### src/rtl/dram_write_fifo.sv
// Four-entry write buffer between the sample packer and a DRAM controller app port.
// Each entry is issued as one single-beat write; command and data handshakes may complete in either order.
module dram_write_fifo #(
  parameter int MEM_IF_WIDTH = 128,
  parameter int ADX_WIDTH    = 27,
  parameter int DEPTH_LOG2   = 2
) (
  input  logic                    clk,
  input  logic                    reset,
  input  logic                    wr_req,
  input  logic [MEM_IF_WIDTH-1:0] wr_data,
  input  logic [ADX_WIDTH-1:0]    wr_adx,
  output logic                    write_allowed,
  output logic [2:0]              app_cmd,
  output logic [ADX_WIDTH-1:0]    app_addr,
  output logic                    app_en,
  input  logic                    app_rdy,
  output logic [MEM_IF_WIDTH-1:0] app_wdf_data,
  output logic                    app_wdf_wren,
  output logic                    app_wdf_end,
  input  logic                    app_wdf_rdy,
  output logic [DEPTH_LOG2:0]     level,
  output logic                    overflow
);
  localparam int DEPTH = 1 << DEPTH_LOG2;
  localparam logic [DEPTH_LOG2:0] FULL = (DEPTH_LOG2+1)'(DEPTH);

  typedef struct packed {
    logic [ADX_WIDTH-1:0]    adx;
    logic [MEM_IF_WIDTH-1:0] data;
  } entry_t;

  typedef enum logic {IDLE, ISSUE} state_t;

  entry_t                mem [DEPTH];
  entry_t                head;
  state_t                state_q, state_d;
  logic [DEPTH_LOG2-1:0] wptr_q, rptr_q;
  logic [DEPTH_LOG2:0]   level_q, level_d;
  logic                  cmd_done_q, cmd_done_d, data_done_q, data_done_d;
  logic                  overflow_q;
  logic                  push, pop, cmd_ok, data_ok;

  assign write_allowed = (level_q != FULL);
  assign push          = wr_req && write_allowed;
  assign app_en        = (state_q == ISSUE) && !cmd_done_q;
  assign app_wdf_wren  = (state_q == ISSUE) && !data_done_q;
  assign app_wdf_end   = app_wdf_wren;
  assign app_cmd       = 3'b000;
  assign cmd_ok        = cmd_done_q || (app_en && app_rdy);
  assign data_ok       = data_done_q || (app_wdf_wren && app_wdf_rdy);
  assign pop           = (state_q == ISSUE) && cmd_ok && data_ok;
  assign head          = mem[rptr_q];
  assign app_addr      = head.adx;
  assign app_wdf_data  = head.data;
  assign level         = level_q;
  assign overflow      = overflow_q;

  // Storage is intentionally unreset; outputs are qualified by app_en/app_wdf_wren.
  always_ff @(posedge clk) begin
    if (push) mem[wptr_q] <= '{adx: wr_adx, data: wr_data};
  end

  always_comb begin
    level_d = level_q;
    if (push && !pop)      level_d = level_q + 1'b1;
    else if (pop && !push) level_d = level_q - 1'b1;
  end

  // Leaving IDLE on the push edge itself gives app_en the cycle right after the push.
  always_comb begin
    state_d     = state_q;
    cmd_done_d  = cmd_done_q;
    data_done_d = data_done_q;
    case (state_q)
      IDLE: begin
        cmd_done_d  = 1'b0;
        data_done_d = 1'b0;
        if (level_d != '0) state_d = ISSUE;
      end
      ISSUE: begin
        if (pop) begin
          cmd_done_d  = 1'b0;
          data_done_d = 1'b0;
          if (level_d == '0) state_d = IDLE;
        end else begin
          cmd_done_d  = cmd_ok;
          data_done_d = data_ok;
        end
      end
      default: state_d = IDLE;
    endcase
  end

  always_ff @(posedge clk or posedge reset) begin
    if (reset) begin
      state_q     <= IDLE;
      wptr_q      <= '0;
      rptr_q      <= '0;
      level_q     <= '0;
      cmd_done_q  <= 1'b0;
      data_done_q <= 1'b0;
      overflow_q  <= 1'b0;
    end else begin
      state_q     <= state_d;
      level_q     <= level_d;
      cmd_done_q  <= cmd_done_d;
      data_done_q <= data_done_d;
      if (push) wptr_q <= wptr_q + 1'b1;
      if (pop)  rptr_q <= rptr_q + 1'b1;
      if (wr_req && !write_allowed) overflow_q <= 1'b1;
    end
  end
endmodule
### config.mk
export PLATFORM = sky130hd
export DESIGN_NAME = dram_write_fifo
export DESIGN_NICKNAME = d
export VERILOG_FILES = /design/src/rtl/dram_write_fifo.sv
export SDC_FILE = /design/constraint.sdc
export NUM_CORES = 1
export LEC_CHECK = 0
export CELL_PAD_IN_SITES_DETAIL_PLACEMENT = 0
export CELL_PAD_IN_SITES_GLOBAL_PLACEMENT = 2
export CORE_MARGIN = 2
export CORE_UTILIZATION = 25
export DETAILED_ROUTE_END_ITERATION = 8
export GPL_TIMING_DRIVEN = 1
export PLACE_DENSITY = 0.57
export SLEW_MARGIN = 20
export SYNTH_ARGS = -nofsm -noshare
export SYNTH_HDL_FRONTEND = slang
export SYNTH_SLANG_ARGS = --single-unit
### constraint.sdc
create_clock -name clk -period 8 [get_ports clk]
set_input_delay 1.2 -clock clk [delete_from_list [all_inputs] [get_ports clk]]
set_output_delay 1.2 -clock clk [all_outputs]
set_load 0.1 [all_outputs]
==> results.tsv, run 1 <==
stage	metric	value	unit
min_path	Hold Path Origin	overflow$_DFFE_PP0P_	
floorplan	Rows	111	
worst_setup_path	CP Max Fanout	78	
clock_network	CTS sink count	631	
timing	setup_tns	0	ps
floorplan	Chip Height	308	um
yosys	async set-reset flop share out of synthesis	0.0174	
clock_network	Clock transition at path regs	60	ps
flow_run	max cap viols	0	
worst_setup_path	critical path launch point	rptr_q[0]$_DFFE_PP0P_	
final_layout	Layout Nets	1411	
yosys	Synth top area share	0.808	
worst_setup_path	RR Startpoint	level[1]$_DFF_PP0_	
timing	final setup fails	0	
worst_setup_path	Crit Path Class	flip-flop to output pin	
timing	worst-margin pin slew	1120	ps
grt	gr ovfl total	0	
final_layout	share of cells above drive strength 1	0.220	
final_layout	Layout area overhead	30.2	%
timing	final hold vios	0	
min_path	worst hold path class	flip-flop to flip-flop	
clock_network	Resized cells post-CTS	0	
yosys	Post-Syn Area	23100	um2
yosys	ys flop type	edfxtp_1	
yosys	number of synthesized flops with an enable pin	620	
yosys	Post-Synthesis Cells	872	
worst_setup_path	Critical Path RT	6800	ps
floorplan	core area	91500	um2
worst_setup_path	critical path capture point type	output pin	
yosys	most frequent cell after synthesis	edfxtp_1	
routing	wire per inst	20.0	um
grt	initial antenna violation count	9	
placement	placed wire-length estimate	28700	um
worst_setup_path	CP arrival	3680	ps
routing	Routed WL	49700	um
routing	DRC	0	
floorplan	I/O pin total	326	
worst_setup_path	slowest CP cell	clkdlybuf4s50_1	
timing	clk_skew	23.6	ps
yosys	synthesized flop and latch total	631	
clock_network	clock buffer depth	3	
grt	first-pass GRT wire length	72800	um
yosys	main area contributors after synthesis	edfxtp_1 81%, mux4_2 15%, dfrtp_1 1.2%, buf_6 0.73%, buf_2 0.41%	
yosys	Yosys cell types	28	
timing	Tcrit/Tclk final	0.611	
clock_network	CTS tree	done	
timing	minimum clock period	4880	ps
floorplan	initial core utilization	0.252	
yosys	Yosys Warn Count	0	
yosys	Seq/Total Area, Yosys	0.820	
routing	Vias/cell	4.17	
floorplan	die area	94700	um2
clock_network	clock buffer count from CTS	74	
clock_network	Clock Root Buffer	clkbuf_16	
grt	largest net degree at the start of global routing	98	
yosys	top cells by count, synth	620 x edfxtp_1, 155 x mux4_2, 19 x buf_2	
placement	PortBufs	322	
timing	worst setup margin	3120	ps
worst_setup_path	crit path launch type	flip-flop	
routing	Initial DRC Count	618	
clock_network	Skew-Pair Late Insertion Delay	610	ps
yosys	syn avg cell area	26.4	um2
routing	DRT antenna net count	0	
worst_setup_path	CP cell instances	buf_12, mux4_2, clkdlybuf4s50_1	
worst_setup_path	crit-path max cell delay	1030	ps
clock_network	Post-CTS Setup Repair Bufs	0	
routing	Vias	10400	
placement	pre-CTS setup slack	3660	ps
timing	unrepaired setup endpoints after global routing	no	
placement	placed inst area	27700	um2
clock_network	number of H-tree levels	3	
timing	Fmax	0.205	GHz
routing	drt first pass iters	6	
final_layout	Final Cell Area	30000	um2
grt	GRT Overall Usage	0.104	
timing	final-report max-slew violation count	0	
yosys	most area-hungry cell type in the Yosys netlist	edfxtp_1	
clock_network	hold_buf cts	0	
floorplan	Die W	308	um
placement	Final GP Congestion	0.693	
timing	Max-slew headroom	0.254	
grt	vias in the first global route	11000	
status	outcome	finished clean	
[per-stage QoR]
stage	hold WS, ps	util	std cells
3_5_place_dp	485	0.302	2354
5_1_grt	539	0.328	2484
6_report	500	0.328	2485
4_1_cts	502	0.328	2484
3_3_place_gp	464	0.302	2354
2_1_floorplan	559	-	874
[cell usage in the layout, fill, tap and decap left out, drive strengths merged, types with 3 or more instances in the layout]
cell type	count
mux4	155
inv	8
xnor2	3
clkbuf	88
ha	7
clkdlybuf4s50	322
clkinv	32
bufinv	6
dfrtp	11
and2	4
nand2	4
conb	3
o21ai	4
buf	12
edfxtp	620
[flip-flops by register name (all words and copies together), names as in the netlist]
name	flops
mem	620
level	3
rptr_q	2
wptr_q	2
cmd_done_q	1
data_done_q	1
overflow	1
state_q	1
[layer usage]
layer  track usage  share of wire
met1         0.126           0.41
met2         0.170           0.50
met3        0.0363          0.072
met4        0.0370          0.023
met5             0         0.0025
[logic make-up (layout without fill, tap and decap cells)]
group,Yosys count,count (layout),share of synthesized area
multiplexers,155,155,0.151
AND/OR/NAND/NOR,16,16,0.00396
adder cells (fa/ha/maj),8,8,0.00429
AO/OA/AOI/OAI,12,12,0.00456
XOR/XNOR,4,4,0.00212
flip-flops,631,631,0.820
other,1,4,0.000163
buffers and inverters,45,469,0.0139
[worst paths after layout]
check                                         to  cells past startpoint  slack, ps
setup / recovery                app_wdf_data[81]                      3       3120
hold / removal              overflow$_DFFE_PP0P_                      1        500
setup reg to reg            mem[1][79]$_DFFE_PP_                      5       4860
hold reg to reg             overflow$_DFFE_PP0P_                      1        500
max in group asynchronous  rptr_q[1]$_DFFE_PP0P_                      2       6700
min in group asynchronous     level[1]$_DFF_PP0_                      2        930
[critical path, delay by kind of cell, from the launching register on]
| kind | cells | cell delay, ps |
|---|---|---|
| muxes | 1 | 590 |
| DFF | 1 | 720 |
| buffers and inverters | 2 | 1520 |
[final cells by class]
class	instances	area [um2]
Fill cell	8631	61500
Sequential cell	631	18900
Multi-Input combinational cell	198	3860
Timing Repair Buffer	334	3400
Clock buffer	88	1950
Tap cell	1186	1480
Clock inverter	42	405
Inverter	5	18.8
Antenna cell	1	2.50
Power of run 1 is not shown: default switching activity piles up to over one toggle a cycle in this logic, so the estimate is an artifact.
==> run 2, diff against run 1 <==
==> constraint.sdc (replaced) <==
create_clock -name clk -period 5.09 [get_ports clk]
set_input_delay 0.7635 -clock clk [delete_from_list [all_inputs] [get_ports clk]]
set_output_delay 0.7635 -clock clk [all_outputs]
set_load 0.1 [all_outputs]
==> run 2 against run 1 <==
Effect of this change: register-to-register slack worse by 2600 ps; highest routed layer unchanged; routed wire length up 4.5%; worst setup slack worse by 2200 ps.
==> results.tsv, run 2 (synthesized netlist as in run 1, its figures left out) <==
stage	metric	value	unit	change
status	outcome	finished clean		
worst_setup_path	critical path launch point	rptr_q[0]$_DFFE_PP0P_		
grt	initial antenna violation count	3		-6
clock_network	Resized cells post-CTS	0		unchanged
worst_setup_path	Critical path destination	app_wdf_data[33]		
grt	first-pass GRT wire length	75500	um	+3.7%
worst_setup_path	CP cell instances	buf_4, mux4_2, clkdlybuf4s50_1		
timing	unrepaired setup endpoints after global routing	no		
final_layout	Layout area overhead	30.1	%	about the same
min_path	worst hold path class	flip-flop to flip-flop		
clock_network	clock buffer count from CTS	74		unchanged
worst_setup_path	RR Startpoint	level[1]$_DFF_PP0_		
routing	Routed WL	51900	um	+4.5%
grt	busiest grt layer	met2		
clock_network	clock buffer depth	3		unchanged
placement	PortBufs	322		unchanged
worst_setup_path	R2R Path End	mem[1][103]$_DFFE_PP_		
clock_network	CTS sink count	631		unchanged
worst_setup_path	crit-path max cell delay	980	ps	-50 ps
final_layout	Layout Cells excl Fill	2502		+0.68%
final_layout	Util after Layout	0.328		about the same
flow_run	max cap viols	0		unchanged
worst_setup_path	Crit Path Class	flip-flop to output pin		
grt	gr ovfl total	0		unchanged
clock_network	CTS tree	done		
routing	wire per inst	20.7	um	+3.7%
timing	worst-margin pin slew	1090	ps	-27.1 ps
timing	final setup fails	0		unchanged
floorplan	core area	91500	um2	unchanged
worst_setup_path	slowest CP cell	clkdlybuf4s50_1		
floorplan	Chip Height	308	um	unchanged
timing	worst hold slack	487	ps	-12.8 ps
final_layout	commonest non-fill, non-tap cell in the layout	edfxtp_1		
floorplan	I/O pin total	326		unchanged
routing	DRC	0		unchanged
worst_setup_path	critical path capture point type	output pin		
timing	Tcrit/Tclk final	0.828		
worst_setup_path	Critical Path RT	4330	ps	-2470 ps
clock_network	Clock Root Buffer	clkbuf_16		
worst_setup_path	R2R depth	5		unchanged
timing	final-report max-slew violation count	0		unchanged
clock_network	Clock transition at path regs	50	ps	about the same
routing	Initial DRC Count	642		+3.9%
grt	grt met3 use	0.0382		+0.00193
final_layout	share of cells above drive strength 1	0.252		+0.0327
final_layout	Layout Nets	1429		+1.3%
placement	placed wire-length estimate	31700	um	+10%
timing	Fmax	0.237	GHz	
worst_setup_path	crit path launch type	flip-flop		
grt	largest net degree at the start of global routing	70		-29%
timing	clk_skew	17.4	ps	-6.24 ps
final_layout	most frequent cells in the layout	620 x edfxtp_1, 278 x clkdlybuf4s50_1, 155 x mux4_2		
routing	Vias	10400		+0.70%
worst_setup_path	CP Max Fanout	30		-62%
grt	GRT Overall Usage	0.109		+0.00547
worst_setup_path	Reg2Reg Setup Slack	2270	ps	-2590 ps
floorplan	die area	94700	um2	unchanged
placement	dpl cells	2372		+0.76%
clock_network	Skew-Pair Late Insertion Delay	600	ps	about the same
floorplan	Rows	111		unchanged
clock_network	number of H-tree levels	3		unchanged
routing	drt first pass iters	4		-2
timing	setup_tns	0	ps	unchanged
clock_network	hold_buf cts	0		unchanged
final_layout	diode count	0		-1
timing	minimum clock period	4210	ps	
grt	met1 usage	0.137		+0.0108
clock_network	Post-CTS Setup Repair Bufs	0		unchanged
final_layout	Largest register FFs	620		unchanged
grt	vias in the first global route	11300		+2.6%
grt	M2 GR Usage	0.177		+0.00676
timing	final hold vios	0		unchanged
routing	DRT antenna net count	0		unchanged
routing	Vias/cell	4.17		about the same
final_layout	Top reg by flops	mem		
worst_setup_path	CP arrival	3450	ps	-230 ps
placement	Final GP Congestion	0.675		-2.6%
floorplan	initial core utilization	0.252		unchanged
timing	Max-slew headroom	0.272		+0.0181
floorplan	Die W	308	um	unchanged
run 2: cell count changes in the layout (fill, tap and decap cells not counted), sizes merged:
cell / delta
buf: +62
bufinv: -1
clkbuf: +8
clkdlybuf4s50: -44
clkinv: -7
diode: -1
run 2: worst max-delay path, delay by kind of cell, from the launching register on:
kind,cells,cell delay (ps)
flops,1,880
buf+inv,2,1370
mux,1,540
run 2: worst min path at each step:
stage                                    start                    end  slack (ps)  cells after the start
after floorplan              state_q$_DFF_PP0_      state_q$_DFF_PP0_         560                      2
after global placement    overflow$_DFFE_PP0P_   overflow$_DFFE_PP0P_         470                      1
after detailed placement  overflow$_DFFE_PP0P_   overflow$_DFFE_PP0P_         470                      1
after CTS                                reset   overflow$_DFFE_PP0P_         460                      2
after global routing                     reset  data_done_q$_DFF_PP0_         510                      2
final                     overflow$_DFFE_PP0P_   overflow$_DFFE_PP0P_         490                      1
run 2: layer usage:
layer	wire length [um]	vias up	part of all wire
li1	-	4561	-
met1	21800	5498	0.42
met2	25200	275	0.49
met3	3790	88	0.073
met4	1050	6	0.020
met5	41	-	0.00079
run 2: area by class of cell:
cell class | count | area, um2
well taps | 1186 | 1480
inverters | 5 | 18.8
flip-flops and latches | 631 | 18900
repair buffers | 352 | 3500
clock inverters | 34 | 300
clock buffers | 96 | 1930
multi-input cells | 198 | 3860
fillers | 8579 | 61500
run 2: metrics by stage:
stage	area, um2	worst slack [ps]
2_1_floorplan	23100	914
3_3_place_gp	27800	1370
3_5_place_dp	27800	1290
4_1_cts	30000	644
5_1_grt	30000	628
6_report	30000	876
Power of run 2 is left out for the same reason.
==> run 3, diff against run 2 <==
--- a/config.mk
+++ b/config.mk
@@ -11,7 +11,7 @@
 export CORE_UTILIZATION = 25
 export DETAILED_ROUTE_END_ITERATION = 8
 export GPL_TIMING_DRIVEN = 1
-export PLACE_DENSITY = 0.57
+export PLACE_DENSITY = 0.59
 export SLEW_MARGIN = 20
 export SYNTH_ARGS = -nofsm -noshare
 export SYNTH_HDL_FRONTEND = slang
==> constraint.sdc (replaced) <==
create_clock -name clk -period 3.7 [get_ports clk]
set_input_delay 0.555 -clock clk [delete_from_list [all_inputs] [get_ports clk]]
set_output_delay 0.555 -clock clk [all_outputs]
set_load 0.1 [all_outputs]
==> run 3 against run 2 <==
Effect of this change: first-iteration DRC count grew 1.4%; highest routed layer unchanged; count of clock-buffer cells in the layout is 11 lower; core utilization up 0.13 points; worst setup slack worse by 410 ps.
==> results.tsv, run 3 (synthesized netlist as in run 1, its figures left out) <==
stage	metric	value	unit	change
status	outcome	finished clean		
worst_setup_path	crit path launch type	flip-flop		
routing	Vias/cell	4.20		+0.79%
clock_network	Clock transition at path regs	50	ps	about the same
timing	Fmax	0.309	GHz	
floorplan	core area	91500	um2	unchanged
routing	Routed WL	51100	um	-1.6%
grt	first-pass GRT wire length	74800	um	-0.89%
floorplan	die area	94700	um2	unchanged
timing	worst hold slack	279	ps	-208 ps
clock_network	CTS sink count	631		unchanged
final_layout	Largest register FFs	620		unchanged
placement	placed inst area	27800	um2	+0.17%
final_layout	share of cells above drive strength 1	0.356		+0.104
timing	minimum clock period	3230	ps	
routing	Vias	10600		+1.4%
routing	DRC	0		unchanged
grt	largest net degree at the start of global routing	68		-2.9%
clock_network	clock buffer depth	3		unchanged
routing	Initial DRC Count	651		+1.4%
timing	final setup fails	0		unchanged
clock_network	clock buffer count from CTS	72		-2.7%
final_layout	Final Cell Area	30100	um2	+0.39%
floorplan	I/O pin total	326		unchanged
timing	worst-margin pin slew	989	ps	-98.9 ps
timing	final hold vios	0		unchanged
timing	Max-slew headroom	0.338		+0.0662
clock_network	CTS tree	done		
final_layout	commonest non-fill, non-tap cell in the layout	edfxtp_1		
routing	DRT antenna net count	0		unchanged
clock_network	Skew-Pair Late Insertion Delay	610	ps	about the same
grt	vias in the first global route	11400		+0.43%
worst_setup_path	CP arrival	2680	ps	-770 ps
final_layout	Top reg by flops	mem		
placement	placed wire-length estimate	32400	um	+2.0%
clock_network	Clock Root Buffer	clkbuf_16		
worst_setup_path	Critical Path RT	3140	ps	-1190 ps
final_layout	Util after Layout	0.329		+0.00127
final_layout	Layout area overhead	30.6	%	
clock_network	Post-CTS Setup Repair Bufs	0		unchanged
clock_network	hold_buf cts	0		unchanged
clock_network	Resized cells post-CTS	0		unchanged
placement	Final GP Congestion	0.673		-0.34%
final_layout	Layout Nets	1444		+1.0%
worst_setup_path	Crit Path Class	flip-flop to output pin		
min_path	worst hold path class	primary input to async pin		
routing	wire per inst	20.3	um	-2.2%
timing	unrepaired setup endpoints after global routing	no		
floorplan	initial core utilization	0.252		unchanged
worst_setup_path	CP Max Fanout	26		-13%
grt	gr ovfl total	0		unchanged
clock_network	number of H-tree levels	3		unchanged
grt	GRT Overall Usage	0.107		-0.00214
routing	drt first pass iters	4		unchanged
final_layout	most frequent cells in the layout	620 x edfxtp_1, 174 x buf_4, 166 x clkdlybuf4s50_1		
flow_run	max cap viols	0		unchanged
floorplan	Chip Height	308	um	unchanged
timing	final-report max-slew violation count	0		unchanged
floorplan	Die W	308	um	unchanged
worst_setup_path	critical path capture point type	output pin		
placement	PortBufs	322		unchanged
timing	Tcrit/Tclk final	0.874		
floorplan	Rows	111		unchanged
grt	initial antenna violation count	4		+1
timing	clk_skew	17.6	ps	+0.194 ps
==> run 3: metal layers <==
layer	track usage	routed length [um]	vias up
met5	0	34	-
met4	0.0306	946	6
met3	0.0299	3220	77
met2	0.176	25200	304
met1	0.138	21600	5603
li1	-	-	4588
==> run 3: cell type report <==
cell class / count / area [um2]
Fill cell: 8614 / 61400
Clock buffer: 85 / 1870
Inverter: 5 / 18.8
Antenna cell: 3 / 7.51
Clock inverter: 41 / 424
Tap cell: 1186 / 1480
Sequential cell: 631 / 18900
Multi-Input combinational cell: 198 / 3860
Timing Repair Buffer: 369 / 3550
==> run 3: path summary, 6_finish.rpt <==
| check | from | endpoint | slack, ps | cells after the start |
|---|---|---|---|---|
| setup / recovery | rptr_q[0]$_DFFE_PP0P_ | app_wdf_data[81] | 470 | 3 |
| hold / removal | reset | overflow$_DFFE_PP0P_ | 280 | 2 |
| setup reg to reg | level[1]$_DFF_PP0_ | mem[0][5]$_DFFE_PP_ | 1330 | 6 |
| hold reg to reg | overflow$_DFFE_PP0P_ | overflow$_DFFE_PP0P_ | 480 | 1 |
| max in group asynchronous | reset | rptr_q[0]$_DFFE_PP0P_ | 3050 | 2 |
| min in group clk | overflow$_DFFE_PP0P_ | overflow$_DFFE_PP0P_ | 480 | 1 |
==> run 3: worst max-delay path, cell delays in order, from the launching register on <==
cell     delay [ps]
dfrtp_4         910
buf_12          300
mux4_2          550
buf_4           250
==> run 3: through the flow <==
step	TNS [ps]	std cells	worst slack [ps]
after floorplan	-295380	874	-476
after global placement	0	2389	985
after detailed placement	0	2389	1000
after CTS	0	2515	342
after global routing	0	2515	291
final	0	2518	465
Power of run 3 is left out for the same reason.
